--- config.mk ---
export PLATFORM = sky130hd
export DESIGN_NAME = addr_gen_multi
export DESIGN_NICKNAME = d
export VERILOG_FILES = /design/src/rtl/addr_gen_multi.sv
export SDC_FILE = /design/constraint.sdc
export NUM_CORES = 1
export LEC_CHECK = 0
export BUFFER_PORTS_ARGS = -buffer_cell sky130_fd_sc_hd__buf_2
export CAP_MARGIN = 20
export CORE_MARGIN = 2
export CORE_UTILIZATION = 60
export DETAILED_ROUTE_END_ITERATION = 6
export PLACE_DENSITY = 0.85
export SETUP_SLACK_MARGIN = 0.3
export SYNTH_ARGS = -nofsm -noshare
export SYNTH_HDL_FRONTEND = slang
export SYNTH_SLANG_ARGS = --single-unit
--- constraint.sdc ---
create_clock -name clk -period 3.62 [get_ports clk]
set_input_delay 0.543 -clock clk [delete_from_list [all_inputs] [get_ports clk]]
set_output_delay 0.543 -clock clk [all_outputs]
set_load 0.01 [all_outputs]
--- src/rtl/addr_gen_multi.sv ---
// Multi-counter address generator: base counter + series register + offset, 3-stage request pipeline.
// Define ADDR_GEN_WRAP_EN to make each counter wrap back to its start at the end of its region.
module addr_gen_multi #(
    parameter int ADDR_WIDTH   = 9,
    parameter int N_CNT        = 4,
    parameter int OFFSET_WIDTH = 4,
    parameter logic [N_CNT*ADDR_WIDTH-1:0] CNT_START = {9'd192, 9'd128, 9'd64, 9'd0},
    parameter logic [N_CNT*ADDR_WIDTH-1:0] CNT_INC   = {4{9'd8}},
    parameter logic [N_CNT*ADDR_WIDTH-1:0] CNT_LEN   = {4{9'd64}},
    parameter int SERIES_INC   = 16
) (
    input  logic                     clk,
    input  logic                     rst,
    input  logic                     req_valid,
    input  logic [$clog2(N_CNT)-1:0] cnt_sel,
    input  logic [OFFSET_WIDTH-1:0]  offset,
    input  logic [N_CNT-1:0]         cnt_inc,
    input  logic [N_CNT-1:0]         cnt_rst,
    input  logic                     series_inc,
    input  logic                     series_rst,
    output logic [ADDR_WIDTH-1:0]    addr_out,
    output logic                     addr_valid,
    output logic [N_CNT-1:0]         wrap_pulse
);

    localparam logic [ADDR_WIDTH-1:0] SERIES_STEP = ADDR_WIDTH'(SERIES_INC);

    function automatic logic [ADDR_WIDTH-1:0] add_mod(input logic [ADDR_WIDTH-1:0] a,
                                                      input logic [ADDR_WIDTH-1:0] b);
        return a + b;
    endfunction

    function automatic logic [ADDR_WIDTH-1:0] field(input logic [N_CNT*ADDR_WIDTH-1:0] vec,
                                                    input int idx);
        return vec[idx*ADDR_WIDTH +: ADDR_WIDTH];
    endfunction

    logic [ADDR_WIDTH-1:0]   cnt [N_CNT];
    logic [ADDR_WIDTH-1:0]   series_r;
    logic                    series_inc_r;
    logic                    series_rst_r;
    logic [N_CNT-1:0]        wrap_r;

    logic [ADDR_WIDTH-1:0]   base_p0;
    logic [OFFSET_WIDTH-1:0] off_p0;
    logic                    vld_p0;
    logic [ADDR_WIDTH-1:0]   sum_p1;
    logic [OFFSET_WIDTH-1:0] off_p1;
    logic                    vld_p1;
    logic [ADDR_WIDTH-1:0]   addr_p2;
    logic                    vld_p2;

    // Counter bank and series register; rst overrides every strobe.
    always_ff @(posedge clk) begin
        if (rst) begin
            for (int i = 0; i < N_CNT; i++) cnt[i] <= field(CNT_START, i);
            wrap_r       <= '0;
            series_r     <= '0;
            series_inc_r <= 1'b0;
            series_rst_r <= 1'b0;
        end else begin
            wrap_r <= '0;
            for (int i = 0; i < N_CNT; i++) begin
                if (cnt_rst[i]) begin
                    cnt[i] <= field(CNT_START, i);
                end else if (cnt_inc[i]) begin
`ifdef ADDR_GEN_WRAP_EN
                    // One extra bit so a region ending at 2^ADDR_WIDTH still compares correctly.
                    if (({1'b0, cnt[i]} + {1'b0, field(CNT_INC, i)}) >=
                        ({1'b0, field(CNT_START, i)} + {1'b0, field(CNT_LEN, i)})) begin
                        cnt[i]    <= field(CNT_START, i);
                        wrap_r[i] <= 1'b1;
                    end else begin
                        cnt[i] <= add_mod(cnt[i], field(CNT_INC, i));
                    end
`else
                    cnt[i] <= add_mod(cnt[i], field(CNT_INC, i));
`endif
                end
            end
            series_inc_r <= series_inc;
            series_rst_r <= series_rst;
            if (series_rst_r) begin
                series_r <= '0;
            end else if (series_inc_r) begin
                series_r <= add_mod(series_r, SERIES_STEP);
            end
        end
    end

`ifdef ADDR_GEN_WRAP_EN
    assign wrap_pulse = wrap_r;
`else
    assign wrap_pulse = '0;
`endif

    // Pipeline control: valids and the held output address.
    always_ff @(posedge clk) begin
        if (rst) begin
            vld_p0  <= 1'b0;
            vld_p1  <= 1'b0;
            vld_p2  <= 1'b0;
            addr_p2 <= '0;
        end else begin
            vld_p0 <= req_valid;
            vld_p1 <= vld_p0;
            vld_p2 <= vld_p1;
            if (vld_p1) addr_p2 <= add_mod(sum_p1, ADDR_WIDTH'(off_p1));
        end
    end

    // S1: sample base counter before this cycle's counter update
    always_ff @(posedge clk) begin
        base_p0 <= cnt[cnt_sel];
        off_p0  <= offset;
        // S2: add series register as it stands now
        sum_p1  <= add_mod(base_p0, series_r);
        off_p1  <= off_p0;
    end

    assign addr_out   = addr_p2;
    assign addr_valid = vld_p2;

endmodule

Yosys cells after proc, flatten, opt, wreduce, memory -nomap -nowiden. Memory sizes are Yosys's and may differ from the RTL's. A register that Yosys moved wholly into a read port is not among the register bits. Index checks and enable logic that the tools add are counted. W data, S select, Z words.

$add $sub $neg: 7. Mux-type cells: 38. Bitwise gates (word level): 8. Reductions and logical operators: 1.

Operators with widths (count): $mux W9 (8); $add A9 B4 Y9 const B (4); $mux W1 (30); $add A9 B4 Y9 (1); $add A9 B5 Y9 const B (1); $add A9 B9 Y9 (1); $or A1 B1 Y1 (8); $reduce_or A2 Y1 (1).

Bits of input ports: 19. Memories: 1. Flip-flop bits (word level): 40. RAM bits: 36. Output and inout port bits: 14.

Memories: cnt (depth 4, width 9, read ports 5, clocked after Yosys merged registers in 1, wr ports 4, RTL line 38) `logic [ADDR_WIDTH-1:0] cnt [N_CNT];`.

Logic depth before layout (Yosys ltp). Gate-level depths: netlist (run 1).

Depth in word-level cells: 5. Depth in mapped cells: 5. Gate-level depth less buffers: 5.

Worst setup path before layout (run 1). Ideal clock, no wire load.

Path type: reg-to-reg. Start: register series_r[4]. End: register sum_p1[8]. Library setup time: 120 ps. Stages on the path, launching flop included: 6. Setup slack: 2154 ps. Period minus slack after synthesis: 1466 ps. Arrival time: 1346 ps. Cell sequence: dfxtp_1 > ha_1 > fa_1 > a21o_1 > a21oi_1 > xnor2_1.

Cells in the longest elaborated chain, start to end: 1.

RTL lines: start: declaration (RTL line 39) `logic [ADDR_WIDTH-1:0] series_r;`; start signal: assignment (RTL line 86) `series_r <= add_mod(series_r, SERIES_STEP);`; $add A9 B9 Y9 (RTL line 30) `return a + b;`; end signal: assignment (RTL line 117) `sum_p1 <= add_mod(base_p0, series_r);`; end: declaration (RTL line 47) `logic [ADDR_WIDTH-1:0] sum_p1;`.

No other way between the ends. A chain may end at the register's enable or synchronous reset.

Final worst setup path (run 1). Ends and elaborated chain as after synthesis.

==> results.toml, run 1 <==
[status]
outcome = "finished clean"

[power]
power_density_nw_per_um2 = 518
vdd.ir_drop.worst_mv = 0.311
p_leak_nw = 1.22
total_power_mw = 1.54

[global_routing]
grt_usage = 0.190
grt_max_degree = 28
grt_antenna_before_repair = 0
grt_pass1_wl_microns = 7070
gr-total-overflow = 0
grt_pass1_vias = 1647

[floorplan]
coreArea_sq_um = 4090
placementRows = 23
die_w_microns = 69.7
start_util = 0.633
die_h_microns = 69.7
io_pins = 33
die_area_sq_um = 4850

[placed_design]
gp_congestion = 0.793
dp_worst_setup_slack_ns = 1.95
port_buffers = 28
dp_hpwl_microns = 2970
dp_cells = 285

[clock_tree]
insertion_delay_ns = 0.34
cts_buffers = 9
clk_pin_slew_ns = 0.07
cts_tree = "done"
hold_buffers = 0
cts_resized = 0
cts.sinks = 63
root_buffer = "clkbuf_8"
htree_levels = 3
post-cts-setup-buffers = 0
clock_path_buffers = 2

[setup_path]
crit_required_ns = 3.85
worstSetupPathType = "reg2reg"
max_stage_delay_ns = 0.40
crit_family = "adder cells"
crit_buf_inv = 0
critPathLaunchType = "flop"
crit_fanout = 4
rrSetupSlack_ns = 2.04
endpoint_kind = "flop"
path_cells = "ha_1 -> fa_1 -> a21o_1 -> a21oi_1 -> xnor2_1"
arrival_ns = 1.81
worst_path_max_delay_cell = "fa_1"

[timing]
clock.fmax_mhz = 635
finalCriticalPeriod_ns = 1.58
relSlewSlack = 0.599
tns_ns = 0
worst_pin_slew_ns = 0.601
min_period_over_period = 0.435
setup_ws_ns = 2.04
skew_ns = 0.00685
hold_viol_final = 0
slew_viol_final = 0
setup-violations-final = 0
grt_setup_unrepaired = "false"

[finish]
final_core_utilization = 0.726
fin_nets = 277
drive_gt1_frac = 0.203
finalNonFillerCells = 301
synthToLayoutAreaGrowth_pct = 14.8
n_antenna_cell = 0

[drt]
wire_per_inst_microns = 13.6
dr_wl_met2_microns = 2080
drtAntennaViolNets = 0
dr.pass1.iters = 4
highest_layer = "met4"
vias = 1630
vias_per_cell = 5.42
routedLengthMet1_microns = 1690
wl_met3_microns = 220
drcViolationCount = 0
drtIter0Drc = 99
drt_wl_total_microns = 4090

[synthesis]
yosys_register_bits = 63
netlist_area_sq_um = 2590
yosysWarnings = 0
syn_inst = 214
avgSynthCellArea_sq_um = 12.1
synth_seq_area_share = 0.581
synth_cell_types = 26

[hold_path]
min_path_type = "in2reg"

[flow_run]
cap_violations = 0
-- layout make-up --
class | count | area, sq um
clock buffers | 12 | 199
clock inverters | 4 | 28.8
fillers | 284 | 1120
multi-input cells | 144 | 1040
flip-flops and latches | 63 | 1500
well taps | 50 | 62.6
repair buffers | 28 | 140
-- kinds of logic after synthesis --
kind of cell / after synthesis / synth area share
multiplexers: 12 / 0.0755
adder cells (fa/ha/maj): 12 / 0.0610
AO/OA/AOI/OAI: 17 / 0.0392
flip-flops: 63 / 0.581
AND/OR/NAND/NOR: 76 / 0.141
buffers and inverters: 10 / 0.0232
XOR/XNOR: 23 / 0.0779
other: 1 / 0.00145
-- cells in the mapped netlist --
master	count	area share
a211oi_1	3	0.0087
nand3_1	12	0.023
nand4_1	2	0.0048
a311oi_1	1	0.0034
xor2_1	15	0.051
a21o_1	2	0.0058
dfxtp_1	39	0.30
fa_1	1	0.0077
or3_1	9	0.022
edfxtp_1	24	0.28
mux4_2	6	0.052
and2_1	1	0.0024
nor2b_1	5	0.012
and3_1	4	0.0097
ha_1	11	0.053
xnor2_1	8	0.027
a21oi_1	6	0.012
mux2i_1	6	0.023
buf_2	6	0.012
nand2_1	12	0.017
nor2_1	25	0.036
nand3_2	1	0.0039
nor3_1	5	0.0097
conb_1	1	0.0014
buf_4	4	0.012
o21ai_0	5	0.0097
-- metal layers --
layer,track usage,up-vias
li1,-,821
met1,0.213,754
met2,0.325,44
met3,0.0494,11
met4,0.113,0
met5,0,-
-- where the power goes --
group | leakage [nW] | switching, mW | internal [mW]
logic | 0.518 | 0.0406 | 0.0418
clock network | 0.119 | 0.279 | 0.376
registers | 0.585 | 0.0286 | 0.771
total | 1.22 | 0.349 | 1.19
-- state kept, by name, indices dropped and copies added (netlist names) --
signal and count:
series_r 5, sum_p1 6, off_p0 4, series_rst_r 1
series_inc_r 1, vld_p0 1, off_p1 4, addr_out 9
base_p0 6, vld_p1 1, addr_valid 1, cnt 24
-- per-stage QoR --
step / hold slack (ns) / cell area [sq um]
6_report: 0.299 / 2970
5_1_grt: 0.282 / 2970
4_1_cts: 0.291 / 2970
3_5_place_dp: 0.315 / 2740
3_3_place_gp: 0.312 / 2740
2_1_floorplan: 0.310 / 2600
-- placed cells by master, fill, tap and decap left out --
| master | instances |
|---|---|
| a21oi_1 | 6 |
| dfxtp_1 | 39 |
| ha_1 | 11 |
| edfxtp_1 | 24 |
| xor2_1 | 15 |
| conb_1 | 4 |
| mux2i_1 | 6 |
| clkinv_2 | 1 |
| mux4_2 | 6 |
| and2_1 | 1 |
| buf_2 | 28 |
| nand2_1 | 12 |
| nand4_1 | 2 |
| o21ai_0 | 5 |
| nor2b_1 | 5 |
| a311oi_1 | 1 |
| fa_1 | 1 |
| a211oi_1 | 3 |
| clkbuf_16 | 3 |
| and3_1 | 4 |
| clkinv_4 | 1 |
| inv_6 | 1 |
| xnor2_1 | 8 |
| nor2_1 | 25 |
| nor3_1 | 5 |
| inv_4 | 1 |
| nand3_2 | 1 |
| or3_1 | 9 |
| clkbuf_8 | 9 |
| a21o_1 | 2 |
| nand3_1 | 12 |
-- worst paths after layout --
path | startpoint | end | cells past startpoint
worst max-delay path | series_r[4] | sum_p1[8] | 5
worst max register to register | series_r[4] | sum_p1[8] | 5
worst min register to register | off_p0[1] | off_p1[1] | 0
worst min-delay path | offset[0] | off_p0[0] | 1
Note: power is estimated with default switching activity, not from simulation.
==> inputs of run 2 (changes only) <==
- ABC_AREA: not set -> 1
- CORE_UTILIZATION: 60 -> 52
- PLACE_DENSITY: 0.85 -> 0.78
- clock period: 3.62 -> 1.4 ns (I/O delays scaled with it)
==> run 2 against run 1 <==
Net effect:
- clock skew fell by 0.00073 ns
- clock power rose by 120%
- total power rose to 2.6 times the previous value
- sequential power rose to 2.7 times the previous value
- critical path depth rose by 1
- register-to-register slack got worse by 1.9 ns
- hold slack got worse by 0.23 ns
- routed wire length rose by 35%
- synthesized area rose by 6.8%
- die area rose by 22%
- sequential cell count did not move
- critical endpoint is now cnt[0][7]
- largest power group unchanged
==> results.toml, run 2 <==
[timing]
setup-violations-final = 0
grt_setup_unrepaired = "true"
skew_ns = 0.00612
holdWs_ns = 0.0648
tns_ns = 0
min_period_over_period = 0.897
finalCriticalPeriod_ns = 1.26
slew_viol_final = 0
hold_viol_final = 0
clock.fmax_mhz = 796

[synthesis]
yosysWarnings = 0
netlist_area_sq_um = 2760
synth.area.top_cells = "dfxtp_1 (28%), edfxtp_1 (26%), nor2_1 (7.9%)"
netlist_top_cells_count = "nor2_1 (58), dfxtp_1 (39), inv_1 (37)"
synth-edff-count = 24
synth_top_area_cell = "dfxtp_1"
avgSynthCellArea_sq_um = 9.14
synth_cell_types = 29
synth_seq_area_share = 0.544
synth.most_common_cell = "nor2_1"
syn_inst = 302
synth.top_cell.area_share = 0.283
yosys_most_used_dff = "dfxtp_1"
synth-async-reset-ratio = 0
yosys_register_bits = 63

[drt]
wl_met3_microns = 266
drtIter0Drc = 53
highest_layer = "met4"
vias_per_cell = 4.97
dr.pass1.iters = 4
drt_wl_total_microns = 5530
routedLengthMet1_microns = 2260
drtAntennaViolNets = 0
wire_per_inst_microns = 12.7
dr_wl_met2_microns = 2950
vias = 2170
drcViolationCount = 0

[clock_tree]
clk_pin_slew_ns = 0.07
insertion_delay_ns = 0.34
htree_levels = 3
cts_buffers = 9
clock_path_buffers = 2
root_buffer = "clkbuf_8"
cts_tree = "done"
cts.sinks = 63

[floorplan]
io_pins = 33
die_w_microns = 76.9
start_util = 0.541
die_h_microns = 76.9
placementRows = 26
coreArea_sq_um = 5110
die_area_sq_um = 5910

[global_routing]
grt_pass1_wl_microns = 8690
grt_usage = 0.190
gr-total-overflow = 0
grt_max_degree = 15
grt_pass1_vias = 2017
grt_antenna_before_repair = 0

[setup_path]
arrival_ns = 1.34
crit_buf_inv = 1
rrSetupSlack_ns = 0.14
worstSetupPathType = "reg2reg"
max_stage_delay_ns = 0.43
endpoint_kind = "flop"
critPathLaunchType = "flop"
reg2reg_to = "cnt[0][7]"
path_cells = "ha_2 -> nand2_2 -> inv_2 -> nand2_2 -> o21ai_2 -> a21oi_1"
r2r_cells = 6
crit_family = "flip-flops"
crit_fanout = 4
worst_path_max_delay_cell = "edfxtp_1"
worst_path_most_repeated_cell = "nand2_2"
crit_required_ns = 1.49
rr_startpoint = "cnt[0][3]"

[finish]
final_core_utilization = 0.690
drive_gt1_frac = 0.324
stdcell_area_sq_um = 3520
fin_nets = 393
final_cell_mix = "nor2_1 (53), dfxtp_1 (34), inv_1 (32), buf_2 (28), nand2_1 (26)"
finalNonFillerCells = 437
largest_reg_flops = 24
top_register = "cnt"
final_common_cell = "nor2_1"
n_antenna_cell = 0
synthToLayoutAreaGrowth_pct = 27.5

[hold_path]
min_path_type = "in2reg"
whs_path_depth = 3
hold_start = "req_valid"
worstHoldEndpoint = "vld_p0"

[flow_run]
cap_violations = 0

[placed_design]
gp_congestion = 0.794
dp_hpwl_microns = 3640
dp_cells = 397
port_buffers = 28
place_area_sq_um = 3000

[status]
outcome = "finished clean"

[power]
power_density_nw_per_um2 = 1140
vdd.ir_drop.worst_mv = 0.858
p_leak_nw = 1.53
-- run 2: changes by cell type after synthesis, sizes merged, moves of 5 or more --
cell	previous run	this run
xor2	15	5
o21ai	5	23
a21oi	6	18
inv	0	39
or3	9	0
nor2b	5	0
mux2i	6	0
nand2	12	36
mux4	6	0
nor2	25	60
-- run 2: cell families after synthesis --
group / synth area share
AOI/OAI and AO/OA: 0.102
xor gates and xnor gates: 0.0285
adders and majority gates: 0.0571
buffers and inverters: 0.0784
DFF: 0.544
other: 0.00136
and+or+nand+nor: 0.188
-- run 2: worst reg2reg max path, cell delays in order (launching register included) --
cell	delay, ns
edfxtp_1	0.43
ha_2	0.22
nand2_2	0.05
inv_2	0.07
nand2_2	0.05
o21ai_2	0.13
a21oi_1	0.05
-- run 2: how the worst max path moves through the flow --
stage	start	end	slack (ns)	cells past startpoint
after floorplan	series_r[4]	sum_p1[8]	0.21	5
after CTS	series_r[4]	sum_p1[8]	0.19	5
after detailed placement	rst	cnt[2][4]	0.09	4
after global routing	cnt[0][3]	cnt[0][7]	0.09	6
final	cnt[0][3]	cnt[0][7]	0.14	6
after global placement	rst	cnt[2][4]	0.13	4
-- run 2: final cells by class --
class | instances | area [sq um]
fillers | 384 | 1590
flip-flops and latches | 63 | 1510
multi-input cells | 194 | 1230
repair buffers | 55 | 357
clock buffers | 14 | 174
inverters | 39 | 146
well taps | 70 | 87.6
clock inverters | 2 | 11.3
-- run 2: through the flow --
stage | power, mW | setup slack, ns
final | 4.00 | 0.144
after global routing | 4.16 | 0.0940
after CTS | 3.97 | 0.193
after detailed placement | 2.47 | 0.0895
after global placement | 2.45 | 0.131
after floorplan | 2.37 | 0.211
-- run 2: timing repair --
action / CTS / global route
pin swaps: 7 / 14
hold endpoints to repair: 4 / 0
hold buffers: 4 / 0
setup buffers: 8 / 12
gates resized for setup: 19 / 30
cloned: 0 / 0
setup endpoints to repair: 19 / 26
-- run 2: report_power, final --
part           total (mW)  internal, mW  switching (mW)
clock                1.47         0.799           0.672
sequential           2.12          2.02          0.0994
combinational       0.411         0.194           0.217
-- run 2: metal layers --
metal / global-route usage / vias to the layer above
met3: 0.0753 / 8
met1: 0.201 / 1007
met5: 0 / -
met2: 0.335 / 48
met4: 0.0800 / 0
li1: - / 1107
==> inputs of run 3 (changes only) <==
--- a/config.mk
+++ b/config.mk
@@ -11,5 +11,5 @@
 export CORE_MARGIN = 2
-export CORE_UTILIZATION = 52
+export CORE_UTILIZATION = 50
 export DETAILED_ROUTE_END_ITERATION = 6
-export PLACE_DENSITY = 0.78
+export PLACE_DENSITY = 0.76
 export SETUP_SLACK_MARGIN = 0.3
==> constraint.sdc (replaced) <==
create_clock -name clk -period 1.4 [get_ports clk]
set_input_delay 0.14 -clock clk [delete_from_list [all_inputs] [get_ports clk]]
set_output_delay 0.14 -clock clk [all_outputs]
set_load 0.01 [all_outputs]
==> run 3 against run 2 <==
Net effect:
- via count rose by 0.41%
- global-route usage fell by 0.49 points
- clock power is 9.5% higher
- non-clock buffer count grew 1
- first-iteration DRC count up 25%
- hold slack improved by 0.062 ns
- fmax increased by 1.6%
- total power rose by 3.9%
- setup slack better by 0.020 ns
- sequential power about the same
- combinational power rose by 3%
- critical path type unchanged
- critical endpoint is now cnt[1][7]
- largest cell class unchanged
==> results.toml, run 3 (synthesized netlist as in run 2, its figures left out) <==
[floorplan]
placementRows = 27
start_util = 0.511
die_w_microns = 78.3
die_area_sq_um = 6130
io_pins = 33
coreArea_sq_um = 5410
die_h_microns = 78.3

[drt]
drtIter0Drc = 66
drt_wl_total_microns = 5610
dr.pass1.iters = 5
drcViolationCount = 0
wire_per_inst_microns = 12.8
vias_per_cell = 4.95
vias = 2179
drtAntennaViolNets = 0

[global_routing]
met3_usage = 0.0736
grt_pass1_wl_microns = 8650
grt_busiest_layer = "met2"
met2_usage = 0.318
grt_usage = 0.185
gr-total-overflow = 0
grt_antenna_before_repair = 0
grt_pass1_vias = 2002
grt_max_degree = 15
met1_usage = 0.209

[timing]
skew_ns = 0.00788
slew_viol_final = 0
grt_setup_unrepaired = "true"
clock.fmax_mhz = 809
hold_viol_final = 0
finalCriticalPeriod_ns = 1.24
min_period_over_period = 0.882
tns_ns = 0
setup-violations-final = 0

[finish]
drive_gt1_frac = 0.323
multiInputGateArea_sq_um = 1260
final_common_cell = "nor2_1"
largest_reg_flops = 24
synthToLayoutAreaGrowth_pct = 30.4
fin_nets = 394
final_cell_mix = "nor2_1 (52), dfxtp_1 (34), inv_1 (30), nand2_1 (29), buf_2 (28)"
stdcell_area_sq_um = 3600
fillers = 402
n_antenna_cell = 0
top_register = "cnt"
regArea_sq_um = 1510
final_core_utilization = 0.666
finalNonFillerCells = 440

[placed_design]
gp_congestion = 0.831
port_buffers = 28
dp_cells = 398
dp_hpwl_microns = 3520
place_area_sq_um = 3000

[setup_path]
crit_fanout = 3
arrival_ns = 1.34
r2r_cells = 6
rr_startpoint = "cnt[1][3]"
crit_required_ns = 1.50
critPathLaunchType = "flop"
worstSetupPathType = "reg2reg"
endpoint_kind = "flop"
startpoint = "cnt[1][3]"

[hold_path]
hold_start = "cnt_sel[1]"
min_path_type = "in2reg"
whs_path_depth = 3

[clock_tree]
cts.sinks = 63
insertion_delay_ns = 0.35
clock_path_buffers = 2
root_buffer = "clkbuf_8"
clk_pin_slew_ns = 0.07
htree_levels = 3
cts_tree = "done"
cts_buffers = 9

[power]
total_power_mw = 4.16
vdd.ir_drop.worst_mv = 0.888
p_leak_nw = 1.55
power_density_nw_per_um2 = 1150

[status]
outcome = "finished clean"

[flow_run]
cap_violations = 0
==> run 3: cell types whose count changed in the layout (fill, tap and decap cells not counted), sizes merged <==
cell,delta
clkinv,+1
dlygate4sd3,+3
clkbuf,-1
buf,-2
==> run 3: worst max-delay path: stages, from the launching register on <==
cell and delay (ns):
edfxtp_1 0.43, ha_4 0.17, nand2_1 0.07, inv_2 0.08
nand2_2 0.07, o21ai_2 0.13, a21oi_2 0.04
==> run 3: layout make-up <==
type	instances	area share
Timing Repair Buffer	56	0.105
Sequential cell	63	0.420
Clock inverter	3	0.00556
Multi-Input combinational cell	194	0.350
Tap cell	72	0.0250
Inverter	39	0.0407
Clock buffer	13	0.0532
==> run 3: metal layers <==
layer / vias up / share of wire
met5: - / 0
met4: 0 / 0.016
met3: 10 / 0.052
met2: 61 / 0.51
met1: 1002 / 0.42
li1: 1106 / -
==> run 3: path summary, 6_finish.rpt <==
check                           slack [ns]    endpoint
worst max-delay path                  0.16   cnt[1][7]
worst min-delay path                  0.13  base_p0[5]
worst max register to register        0.16   cnt[1][7]
worst min register to register        0.33   sum_p1[3]
==> run 3: report_power, final <==
group / total [mW] / internal (mW) / switching (mW)
clock: 1.61 / 0.908 / 0.707
combinational: 0.423 / 0.200 / 0.223
sequential: 2.12 / 2.02 / 0.103
==> run 3: per-stage QoR <==
step	hold WS [ns]	setup slack (ns)
2_1_floorplan	0.168	0.211
3_3_place_gp	0.242	0.182
3_5_place_dp	0.245	0.157
4_1_cts	0.105	0.181
5_1_grt	0.110	0.0903
6_report	0.127	0.165
==> run 3: timing repair <==
item	in CTS	in global routing
resized for setup	18	37
pin swaps	7	20
setup buffers	9	10
gates cloned	0	0
hold buffers	7	0
endpoints found under the setup margin	21	27
hold endpoints to repair	7	0
